===== src/rtl/falafel_mem_arb_if.sv =====
// falafel_mem_arb bus interfaces.
// Channel-side and memory-side bundles for the memory arbiter.

interface falafel_ch_if #(
    parameter int NUM_CH = 2,
    parameter int DATA_W = 64
);
    logic [NUM_CH-1:0]             ch_req_val_i;
    logic [NUM_CH-1:0]             ch_req_rdy_o;
    logic [NUM_CH-1:0]             ch_req_is_write_i;
    logic [NUM_CH-1:0]             ch_req_is_cas_i;
    logic [NUM_CH-1:0][DATA_W-1:0] ch_req_addr_i;
    logic [NUM_CH-1:0][DATA_W-1:0] ch_req_data_i;
    logic [NUM_CH-1:0][DATA_W-1:0] ch_req_cas_exp_i;
    logic [NUM_CH-1:0]             ch_rsp_val_o;
    logic [NUM_CH-1:0]             ch_rsp_rdy_i;
    logic [DATA_W-1:0]             ch_rsp_data_o;

    // Requesting cores / LSUs.
    modport master (
        output ch_req_val_i, ch_req_is_write_i, ch_req_is_cas_i,
        output ch_req_addr_i, ch_req_data_i, ch_req_cas_exp_i,
        input  ch_req_rdy_o,
        input  ch_rsp_val_o, ch_rsp_data_o,
        output ch_rsp_rdy_i
    );

    // Arbiter side.
    modport slave (
        input  ch_req_val_i, ch_req_is_write_i, ch_req_is_cas_i,
        input  ch_req_addr_i, ch_req_data_i, ch_req_cas_exp_i,
        output ch_req_rdy_o,
        output ch_rsp_val_o, ch_rsp_data_o,
        input  ch_rsp_rdy_i
    );
endinterface

interface falafel_mem_if #(
    parameter int DATA_W = 64
);
    logic              mem_req_val_o;
    logic              mem_req_rdy_i;
    logic              mem_req_is_write_o;
    logic              mem_req_is_cas_o;
    logic [DATA_W-1:0] mem_req_addr_o;
    logic [DATA_W-1:0] mem_req_data_o;
    logic [DATA_W-1:0] mem_req_cas_exp_o;
    logic              mem_rsp_val_i;
    logic              mem_rsp_rdy_o;
    logic [DATA_W-1:0] mem_rsp_data_i;

    // Arbiter side.
    modport master (
        output mem_req_val_o, mem_req_is_write_o, mem_req_is_cas_o,
        output mem_req_addr_o, mem_req_data_o, mem_req_cas_exp_o,
        input  mem_req_rdy_i,
        input  mem_rsp_val_i, mem_rsp_data_i,
        output mem_rsp_rdy_o
    );

    // Memory side.
    modport slave (
        input  mem_req_val_o, mem_req_is_write_o, mem_req_is_cas_o,
        input  mem_req_addr_o, mem_req_data_o, mem_req_cas_exp_o,
        output mem_req_rdy_i,
        output mem_rsp_val_i, mem_rsp_data_i,
        input  mem_rsp_rdy_o
    );
endinterface


===== src/rtl/falafel_mem_arb.sv =====
// falafel_mem_arb: round-robin multi-channel memory front-end.
// In-order responses are steered back via an outstanding-tag FIFO.

module falafel_mem_arb #(
    parameter int  NUM_CH          = 2,
    parameter int  DATA_W          = 64,
    parameter int  MAX_OUTSTANDING = 4,
    localparam int CH_W            = (NUM_CH > 1) ? $clog2(NUM_CH) : 1,
    localparam int PTR_W           = $clog2(MAX_OUTSTANDING),
    localparam int CNT_W           = PTR_W + 1
) (
    input  logic             clk_i,
    input  logic             rst_i,
    falafel_ch_if.slave      ch,
    falafel_mem_if.master    mem,
    output logic [CNT_W-1:0] outstanding_o,
    output logic             err_unexp_rsp_o
);

    logic [CH_W-1:0]  rr_q;
    logic             lock_q;
    logic [CH_W-1:0]  lock_idx_q;
    logic [CH_W-1:0]  fifo_q [MAX_OUTSTANDING];
    logic [PTR_W-1:0] wr_ptr_q;
    logic [PTR_W-1:0] rd_ptr_q;
    logic [CNT_W-1:0] cnt_q;
    logic             err_q;

    logic [CH_W-1:0]  rr_pick;
    logic             rr_found;
    logic [CH_W-1:0]  grant;
    logic [CH_W-1:0]  rr_next;
    logic [CH_W-1:0]  head;
    logic             head_rdy;
    logic             fifo_full;
    logic             fifo_empty;
    logic             req_val;
    logic             push;
    logic             pop;

    assign fifo_full  = (cnt_q == CNT_W'(MAX_OUTSTANDING));
    assign fifo_empty = (cnt_q == '0);
    assign req_val    = (|ch.ch_req_val_i) && !fifo_full;
    assign push       = req_val && mem.mem_req_rdy_i;
    assign grant      = lock_q ? lock_idx_q : rr_pick;
    assign rr_next    = (grant == CH_W'(NUM_CH - 1)) ? '0 : grant + 1'b1;
    assign head       = fifo_q[rd_ptr_q];

    // First valid channel at or after rr_q, wrapping.
    always_comb begin
        rr_pick  = rr_q;
        rr_found = 1'b0;
        for (int i = 0; i < NUM_CH; i++) begin
            int j;
            j = int'(rr_q) + i;
            if (j >= NUM_CH) j = j - NUM_CH;
            if (!rr_found && ch.ch_req_val_i[j]) begin
                rr_found = 1'b1;
                rr_pick  = CH_W'(j);
            end
        end
    end

    // Request mux from the granted channel, zeroed when idle.
    always_comb begin
        mem.mem_req_val_o      = req_val;
        mem.mem_req_is_write_o = 1'b0;
        mem.mem_req_is_cas_o   = 1'b0;
        mem.mem_req_addr_o     = '0;
        mem.mem_req_data_o     = '0;
        mem.mem_req_cas_exp_o  = '0;
        ch.ch_req_rdy_o        = '0;
        for (int i = 0; i < NUM_CH; i++) begin
            if (req_val && grant == CH_W'(i)) begin
                mem.mem_req_is_write_o = ch.ch_req_is_write_i[i];
                mem.mem_req_is_cas_o   = ch.ch_req_is_cas_i[i];
                mem.mem_req_addr_o     = ch.ch_req_addr_i[i];
                mem.mem_req_data_o     = ch.ch_req_data_i[i];
                mem.mem_req_cas_exp_o  = ch.ch_req_cas_exp_i[i];
                ch.ch_req_rdy_o[i]     = mem.mem_req_rdy_i;
            end
        end
    end

    // Response steering to the channel at the FIFO head.
    always_comb begin
        head_rdy        = 1'b0;
        ch.ch_rsp_val_o = '0;
        for (int i = 0; i < NUM_CH; i++) begin
            if (head == CH_W'(i)) begin
                head_rdy        = ch.ch_rsp_rdy_i[i];
                ch.ch_rsp_val_o[i] = mem.mem_rsp_val_i && !fifo_empty;
            end
        end
    end

    assign mem.mem_rsp_rdy_o = fifo_empty ? 1'b1 : head_rdy;
    assign ch.ch_rsp_data_o  = mem.mem_rsp_data_i;
    assign pop               = mem.mem_rsp_val_i && head_rdy && !fifo_empty;
    assign outstanding_o     = cnt_q;
    assign err_unexp_rsp_o   = err_q;

    // Arbiter pointer, grant lock, FIFO pointers, occupancy and error flag.
    always_ff @(posedge clk_i) begin
        if (rst_i) begin
            rr_q       <= '0;
            lock_q     <= 1'b0;
            lock_idx_q <= '0;
            wr_ptr_q   <= '0;
            rd_ptr_q   <= '0;
            cnt_q      <= '0;
            err_q      <= 1'b0;
        end else begin
            if (push) begin
                rr_q     <= rr_next;
                lock_q   <= 1'b0;
                wr_ptr_q <= wr_ptr_q + 1'b1;
            end else if (req_val) begin
                lock_q     <= 1'b1;
                lock_idx_q <= grant;
            end
            if (pop) rd_ptr_q <= rd_ptr_q + 1'b1;
            unique case ({push, pop})
                2'b10:   cnt_q <= cnt_q + CNT_W'(1);
                2'b01:   cnt_q <= cnt_q - CNT_W'(1);
                default: cnt_q <= cnt_q;
            endcase
            if (mem.mem_rsp_val_i && fifo_empty) err_q <= 1'b1;
        end
    end

    // Tag storage; contents are only meaningful between pointers.
    always_ff @(posedge clk_i) begin
        if (push) fifo_q[wr_ptr_q] <= grant;
    end

endmodule

===== src/flat_wrapper.sv =====
// flat-port wrapper written by rule: the top's interface ports become plain ports
module falafel_mem_arb_flat 
#(
    parameter int  NUM_CH          = 2,
    parameter int  DATA_W          = 64,
    parameter int  MAX_OUTSTANDING = 4,
    localparam int CH_W            = (NUM_CH > 1) ? $clog2(NUM_CH) : 1,
    localparam int PTR_W           = $clog2(MAX_OUTSTANDING),
    localparam int CNT_W           = PTR_W + 1
)
  (clk_i, rst_i, outstanding_o, err_unexp_rsp_o, ch_ch_req_val_i, ch_ch_req_is_write_i, ch_ch_req_is_cas_i, ch_ch_req_addr_i, ch_ch_req_data_i, ch_ch_req_cas_exp_i, ch_ch_req_rdy_o, ch_ch_rsp_val_o, ch_ch_rsp_data_o, ch_ch_rsp_rdy_i, mem_mem_req_val_o, mem_mem_req_is_write_o, mem_mem_req_is_cas_o, mem_mem_req_addr_o, mem_mem_req_data_o, mem_mem_req_cas_exp_o, mem_mem_req_rdy_i, mem_mem_rsp_val_i, mem_mem_rsp_data_i, mem_mem_rsp_rdy_o);
  falafel_ch_if #(.NUM_CH(NUM_CH), .DATA_W(DATA_W)) ch_i ();
  falafel_mem_if #(.DATA_W(DATA_W)) mem_i ();
  input  logic clk_i;
  input  logic rst_i;
  output logic [CNT_W-1:0] outstanding_o;
  output logic err_unexp_rsp_o;
  input wire logic [$bits(ch_i.ch_req_val_i)-1:0] ch_ch_req_val_i;
  input wire logic [$bits(ch_i.ch_req_is_write_i)-1:0] ch_ch_req_is_write_i;
  input wire logic [$bits(ch_i.ch_req_is_cas_i)-1:0] ch_ch_req_is_cas_i;
  input wire logic [$bits(ch_i.ch_req_addr_i)-1:0] ch_ch_req_addr_i;
  input wire logic [$bits(ch_i.ch_req_data_i)-1:0] ch_ch_req_data_i;
  input wire logic [$bits(ch_i.ch_req_cas_exp_i)-1:0] ch_ch_req_cas_exp_i;
  output wire logic [$bits(ch_i.ch_req_rdy_o)-1:0] ch_ch_req_rdy_o;
  output wire logic [$bits(ch_i.ch_rsp_val_o)-1:0] ch_ch_rsp_val_o;
  output wire logic [$bits(ch_i.ch_rsp_data_o)-1:0] ch_ch_rsp_data_o;
  input wire logic [$bits(ch_i.ch_rsp_rdy_i)-1:0] ch_ch_rsp_rdy_i;
  output wire logic [$bits(mem_i.mem_req_val_o)-1:0] mem_mem_req_val_o;
  output wire logic [$bits(mem_i.mem_req_is_write_o)-1:0] mem_mem_req_is_write_o;
  output wire logic [$bits(mem_i.mem_req_is_cas_o)-1:0] mem_mem_req_is_cas_o;
  output wire logic [$bits(mem_i.mem_req_addr_o)-1:0] mem_mem_req_addr_o;
  output wire logic [$bits(mem_i.mem_req_data_o)-1:0] mem_mem_req_data_o;
  output wire logic [$bits(mem_i.mem_req_cas_exp_o)-1:0] mem_mem_req_cas_exp_o;
  input wire logic [$bits(mem_i.mem_req_rdy_i)-1:0] mem_mem_req_rdy_i;
  input wire logic [$bits(mem_i.mem_rsp_val_i)-1:0] mem_mem_rsp_val_i;
  input wire logic [$bits(mem_i.mem_rsp_data_i)-1:0] mem_mem_rsp_data_i;
  output wire logic [$bits(mem_i.mem_rsp_rdy_o)-1:0] mem_mem_rsp_rdy_o;
  assign ch_i.ch_req_val_i = ch_ch_req_val_i;
  assign ch_i.ch_req_is_write_i = ch_ch_req_is_write_i;
  assign ch_i.ch_req_is_cas_i = ch_ch_req_is_cas_i;
  assign ch_i.ch_req_addr_i = ch_ch_req_addr_i;
  assign ch_i.ch_req_data_i = ch_ch_req_data_i;
  assign ch_i.ch_req_cas_exp_i = ch_ch_req_cas_exp_i;
  assign ch_ch_req_rdy_o = ch_i.ch_req_rdy_o;
  assign ch_ch_rsp_val_o = ch_i.ch_rsp_val_o;
  assign ch_ch_rsp_data_o = ch_i.ch_rsp_data_o;
  assign ch_i.ch_rsp_rdy_i = ch_ch_rsp_rdy_i;
  assign mem_mem_req_val_o = mem_i.mem_req_val_o;
  assign mem_mem_req_is_write_o = mem_i.mem_req_is_write_o;
  assign mem_mem_req_is_cas_o = mem_i.mem_req_is_cas_o;
  assign mem_mem_req_addr_o = mem_i.mem_req_addr_o;
  assign mem_mem_req_data_o = mem_i.mem_req_data_o;
  assign mem_mem_req_cas_exp_o = mem_i.mem_req_cas_exp_o;
  assign mem_i.mem_req_rdy_i = mem_mem_req_rdy_i;
  assign mem_i.mem_rsp_val_i = mem_mem_rsp_val_i;
  assign mem_i.mem_rsp_data_i = mem_mem_rsp_data_i;
  assign mem_mem_rsp_rdy_o = mem_i.mem_rsp_rdy_o;
  falafel_mem_arb #(.NUM_CH(NUM_CH), .DATA_W(DATA_W), .MAX_OUTSTANDING(MAX_OUTSTANDING)) u_core (.clk_i(clk_i), .rst_i(rst_i), .ch(ch_i), .mem(mem_i), .outstanding_o(outstanding_o), .err_unexp_rsp_o(err_unexp_rsp_o));
endmodule

===== config.mk =====
export PLATFORM = sky130hd
export DESIGN_NAME = falafel_mem_arb_flat
export DESIGN_NICKNAME = d
export VERILOG_FILES = /design/src/rtl/falafel_mem_arb_if.sv /design/src/rtl/falafel_mem_arb.sv /design/src/flat_wrapper.sv
export SDC_FILE = /design/constraint.sdc
export NUM_CORES = 1
export LEC_CHECK = 0
export ABC_CLOCK_PERIOD_IN_PS = 4700
export CORE_AREA = 2 2 283 285
export DETAILED_ROUTE_END_ITERATION = 8
export DIE_AREA = 0 0 285 287
export SETUP_SLACK_MARGIN = 0.05
export SYNTH_ARGS = -nofsm -noshare
export SYNTH_HDL_FRONTEND = slang
export SYNTH_SLANG_ARGS = --single-unit

===== constraint.sdc =====
create_clock -name clk_i -period 4.7 [get_ports clk_i]
set_clock_uncertainty 0.1 [all_clocks]
set_input_delay 1.41 -clock clk_i [delete_from_list [all_inputs] [get_ports clk_i]]
set_output_delay 1.41 -clock clk_i [all_outputs]
set_load 0.02 [all_outputs]

# Yosys cells after proc, flatten, opt, wreduce, memory -nomap -nowiden
# Memory sizes are Yosys's and may differ from the RTL's. A register that Yosys moved wholly into a read port is not among the register bits.
# Index checks and enable logic that the tools add are counted.
[word_totals]
ff_bits = 11
latchBits = 0
ram_bits = 4
romBits = 0
word_cells = 76
mem_count = 1
[memory_table]
columns = ["name", "depth", "width", "read_ports", "rd_clocked_by_memory_dff", "write_ports", "line_no", "source"]
rows = [
  ["u_core.fifo_q", 4, 1, 1, 1, 1, "falafel_mem_arb.sv:23", "logic [CH_W-1:0] fifo_q [MAX_OUTSTANDING];"],
]
[op_classes]
n_addsub = 8
mul = 0
n_div = 0
magnitude_cmp = 4
n_eq_ne = 3
shifts = 0
mux = 34
n_bitwise = 2
n_reduce_logical = 17
[ops]
columns = ["operator", "n"]
rows = [
  ["$mux 64", 6],
  ["$lt 32x3->1 const B", 2],
  ["$mux 32", 2],
  ["$ge 32x3->1 const B", 1],
  ["$sub 32x3->32 const B", 1],
  ["$mux 1", 23],
  ["$logic_and 1x1->1", 9],
  ["$pmux 3 s2", 1],
  ["$add 2x1->2 const B", 2],
  ["$mux 2", 2],
  ["$reduce_or 2->1", 2],
  ["$add 3x1->3 const B", 1],
  ["$eq 3x3->1 const B", 1],
  ["$logic_not 1->1", 3],
  ["$logic_not 3->1", 1],
  ["$sub 1x2->3 const B", 1],
  ["$sub 3x1->3 const B", 1],
  ["$add 1x1->2 const B", 1],
  ["$eq 2x1->1 const B", 1],
  ["$eq 2x2->1 const B", 1],
  ["$ge 1x2->1 const B", 1],
  ["$not 1->1", 2],
  ["$reduce_and 2->1", 1],
  ["$reduce_bool 2->1", 1],
  ["$add 1x1->1 const B", 1],
]

# Logic depth before layout (Yosys ltp)
[logic_depth]
depth_word = 14
mapped_depth = 9

# Worst setup path before layout
# No wires, ideal clock.
[synth_timing]
kind = "input to output"
startpoint = "in ch_ch_req_val_i[0]"
endpoint = "out mem_mem_req_addr_o[29]"
t_arrival_ns = 2.687
t_required_ns = 3.190
slack_ns = 0.503
path_stages = 6
path_buffers = 2
cell_sequence = "and2b_1 -> o211a_4 -> buf_2 -> clkbuf_1 -> o21ai_0 -> a21oi_1"
[synth_between]
elab_chain_cells = 12
word_cells_on_any_way = 19
[synth_lines]
columns = ["item", "line_no", "source"]
rows = [
  ["start, declared", "flat_wrapper.sv:18", "input wire logic [$bits(ch_i.ch_req_val_i)-1:0] ch_ch_req_val_i;"],
  ["$mux 1 (not written as such) (3 in series)", "falafel_mem_arb.sv:57", "if (!rr_found && ch.ch_req_val_i[j]) begin"],
  ["$mux 1", "falafel_mem_arb.sv:57", ""],
  ["$logic_not 1->1", "falafel_mem_arb.sv:57", ""],
  ["$logic_and 1x1->1", "falafel_mem_arb.sv:57", ""],
  ["$mux 1", "falafel_mem_arb.sv:57", ""],
  ["$mux 1", "falafel_mem_arb.sv:45", "assign grant = lock_q ? lock_idx_q : rr_pick;"],
  ["$not 1->1", "falafel_mem_arb.sv:74", "if (req_val && grant == CH_W'(i)) begin"],
  ["$logic_and 1x1->1", "falafel_mem_arb.sv:74", ""],
  ["$mux 64", "falafel_mem_arb.sv:74", ""],
  ["$mux 64 *", "falafel_mem_arb.sv:74", ""],
  ["end, declared", "flat_wrapper.sv:31", "output wire logic [$bits(mem_i.mem_req_addr_o)-1:0] mem_mem_req_addr_o;"],
]
# Mark *: on every way between the ends. The rest lies on a longest branch, timed or not. The select of a mux whose other input is x is not followed.

# Worst setup path in the final report
[layout_timing]
startpoint = "in ch_ch_req_val_i[0]"
endpoint = "out mem_mem_req_data_o[22]"
[layout_between]
elab_chain_cells = 12
word_cells_on_any_way = 19
[layout_lines]
columns = ["item", "line_no", "source"]
rows = [
  ["$mux 1 (not written as such) (3 in series)", "falafel_mem_arb.sv:57", ""],
  ["$mux 1", "falafel_mem_arb.sv:57", ""],
  ["$logic_not 1->1", "falafel_mem_arb.sv:57", ""],
  ["$logic_and 1x1->1", "falafel_mem_arb.sv:57", ""],
  ["$mux 1", "falafel_mem_arb.sv:57", ""],
  ["$mux 1", "falafel_mem_arb.sv:45", ""],
  ["$not 1->1", "falafel_mem_arb.sv:74", ""],
  ["$logic_and 1x1->1", "falafel_mem_arb.sv:74", ""],
  ["$mux 64", "falafel_mem_arb.sv:74", ""],
  ["$mux 64 *", "falafel_mem_arb.sv:74", ""],
  ["end, declared", "flat_wrapper.sv:32", "output wire logic [$bits(mem_i.mem_req_data_o)-1:0] mem_mem_req_data_o;"],
]
# Marks and branches as above.

==> flow_summary.ini <==
[floorplan]
initial_core_util_pct = 5.999
die_x_um = 285
core_sq_mm = 0.07861
dieArea_sq_mm = 0.08180
die-height_um = 287
rows = 103
boundaryPins = 728

[place]
place.port_buffers = 599
dp_worst_setup_slack_ps = -580.2
dpl.hpwl_mm = 48.11
gp_congestion = 0.7812

[clock_tree]
insertion_delay_ps = 250
clockBufferDepth = 2
cts_tree = built
hold_buffers = 0
cts_max_level = 1
cts_root_buf = clkbuf_16
cts-buffers-inserted = 3
clkSinkCount = 17
clk_pin_slew_ps = 50

[synthesis]
synth_area_leader_cell = a21oi_1
ys_types = 36
yosysSeqAreaShare_pct = 8.066
yosysWarningCount = 0
synth_fp_nets = 1308
synth_compound_area_share_pct = 43.25
yosys.area_share.simple_pct = 24.46
synth.cell_area_sq_mm = 0.004716
ys_seq_elements = 17
syn_inst = 842
synth_mux_area_share_pct = 1.247
synth_top_family_by_area = compound AO/OA/AOI/OAI gates
avgSynthCellArea_sq_um = 5.601
netlist.area_leader.share_pct = 21.33
synthAdderAreaFrac_pct = 1.751
synth-xor-area-share_pct = 0.5572
synth_area_leaders = a21oi_1 (21%), o21ai_0 (21%), nand3_1 (21%), buf_4 (10%), dfxtp_1 (5.5%)

[pwr]
p_int_mw = 1.612
finalPower_mw = 3.043
clkPwrFrac_pct = 5.6
seq_power_share_pct = 6.1
vdd_drop_max_mv = 0.1162
p_comb_share_pct = 88.3
powerDensity_mw_per_mm2 = 220.8
leakage_nw = 5.289
switchingPower_mw = 1.431
swShare_pct = 47.03

[final_layout]
drive_above_1_share_pct = 25.41
nNetsFinal = 1860
syn_to_final_growth_pct = 192.3
fill_cells = 8890

[flow_run]
max_cap_violations = 0

[routing]
vias = 8782
dr.pass1.iters = 5
ant_nets = 0
avgRoutedWirePerCell_um = 23.44
viasPerCell = 3.593
finalWirelength_mm = 57.30
drt-initial-drc-count = 414
drc = 0

[critical_path]
arrival_ps = 3110
required_ps = 3190
cp_max_fo = 7
start_kind = primary input
crit_type = primary input to output port
critPathCaptureType = output port

[min_path]
hold_class = flip-flop to flip-flop

[timing]
slew_violations = 0
worst_slack_ps = 82.99
finalSetupViolCount = 0
rsz0062_at_grt = yes
relSlewSlack_pct = 64.27
fin_crit_ps = 4617
fin_crit_sh_pct = 98.23
hold_viol = 0
fmax_mhz = 216.6
worst_pin_slew_ps = 536.0

[global_routing]
grt_first_pass_wirelength_mm = 73.48
grt_start_max_net_pins = 60
grt_pass1_vias = 8580
antenna_found_initial = 9
track_usage_pct = 13.03
grt.overflow.total = 0

[run_status]
status = finished clean
-- cells in the mapped netlist --
| cell type | n |
|---|---|
| and3_1 | 4 |
| inv_2 | 1 |
| nand3b_1 | 1 |
| edfxtp_1 | 4 |
| o21ai_0 | 197 |
| dfxtp_1 | 13 |
| nor2_1 | 11 |
| or3_2 | 1 |
| mux2i_2 | 1 |
| mux4_2 | 1 |
| and2_1 | 1 |
| or3b_2 | 1 |
| inv_1 | 9 |
| o211ai_2 | 1 |
| xor2_1 | 2 |
| nand3_1 | 196 |
| a21oi_1 | 201 |
| nand2b_1 | 1 |
| buf_2 | 38 |
| o21ai_2 | 1 |
| nor2_2 | 1 |
| buf_6 | 1 |
| and2b_1 | 1 |
| ha_1 | 5 |
| a311oi_1 | 1 |
| o211a_4 | 1 |
| nand2_1 | 5 |
| fa_1 | 1 |
| nor2b_1 | 1 |
| clkbuf_1 | 68 |
| nor3_1 | 1 |
| and3_2 | 1 |
| xnor2_1 | 1 |
| mux2_2 | 2 |
| buf_4 | 64 |
| or3_1 | 3 |
-- routing by layer --
layer	GRT usage [%]	wire length, um	up-vias
met5	0	79	-
met4	0.7199	478	12
met3	6.198	6943	31
met2	22.71	27300	592
met1	15.11	22490	4067
li1	-	-	4080
-- power by group through the flow --
stage	Clock, mW	Sequential, mW	Combinational, mW
6_report	0.171	0.186	2.69
3_3_place_gp	0	0.188	2.61
2_1_floorplan	0	0.191	0.940
5_1_grt	0.179	0.188	2.87
3_5_place_dp	0	0.189	2.61
4_1_cts	0.174	0.186	2.75
-- final cells by class --
cell class / instances / area [sq um] / area share, %
flip-flops and latches: 17 / 380.4 / 2.759
multi-input cells: 644 / 3774 / 27.37
diodes: 1 / 2.502 / 0.01815
inverters: 10 / 37.54 / 0.2723
clock buffers: 4 / 78.83 / 0.5718
repair buffers: 718 / 8199 / 59.48
well taps: 1050 / 1314 / 9.530
-- kinds of logic after synthesis --
| logic type | Yosys count |
|---|---|
| AO/OA/AOI/OAI | 402 |
| XOR/XNOR | 3 |
| flip-flops | 17 |
| AND/OR/NAND/NOR | 229 |
| buffers and inverters | 181 |
| adder cells (fa/ha/maj) | 6 |
| multiplexers | 4 |
-- worst paths after layout --
kind / start / end / slack, ps / depth (start not counted)
worst max-delay path: ch_ch_req_val_i[0] / mem_mem_req_data_o[22] / 80 / 10
worst min-delay path: u_core.err_unexp_rsp_o / u_core.err_unexp_rsp_o / 380 / 2
worst max register to register: u_core.fifo_q[3] / u_core.outstanding_o[2] / 2030 / 9
worst min register to register: u_core.err_unexp_rsp_o / u_core.err_unexp_rsp_o / 380 / 2
-- placed cells by master, fill, tap and decap left out, types with 3 or more instances in the layout --
| cell | count |
|---|---|
| a21oi_1 | 133 |
| a21oi_2 | 62 |
| a21oi_4 | 6 |
| and3_1 | 4 |
| buf_12 | 114 |
| buf_16 | 7 |
| buf_2 | 3 |
| buf_4 | 97 |
| buf_6 | 11 |
| bufbuf_16 | 5 |
| clkbuf_16 | 4 |
| clkbuf_2 | 14 |
| clkdlybuf4s50_1 | 401 |
| dfxtp_1 | 13 |
| dlygate4sd2_1 | 61 |
| edfxtp_1 | 4 |
| ha_1 | 5 |
| inv_1 | 8 |
| nand2_1 | 4 |
| nand3_1 | 186 |
| nand3_2 | 7 |
| nand3_4 | 3 |
| nor2_1 | 11 |
| o21ai_0 | 183 |
| o21ai_1 | 14 |
-- stage by stage --
step / hold WS, ps / std cells / utilization (%) / cell area [sq um] / TNS (ps)
floorplan: 359.0 / 842 / - / 4716 / 0
detailed placement: 365.7 / 2417 / 16.47 / 12940 / -73450
global route: 429.5 / 2444 / 17.54 / 13790 / 0
CTS: 380.8 / 2444 / 17.46 / 13730 / -202.2
global placement: 358.4 / 2417 / 16.47 / 12940 / -71390
finish: 381.7 / 2444 / 17.54 / 13790 / 0
-- critical path, cell delays in order --
cell and delay (ps):
buf_8 80, and2b_2 240, o211ai_4 190, buf_12 160, buf_16 150, buf_12 120, buf_16 120, nand3_1 150
a21oi_2 270, buf_12 160
-- what timing repair did --
item,4_1_cts,5_1_grt
setup endpoints to repair,197,87
cloned,11,1
buffers inserted,12,2
pin swaps,19,12
gates resized for setup,179,89
Power figures use the tool's default switching activity.
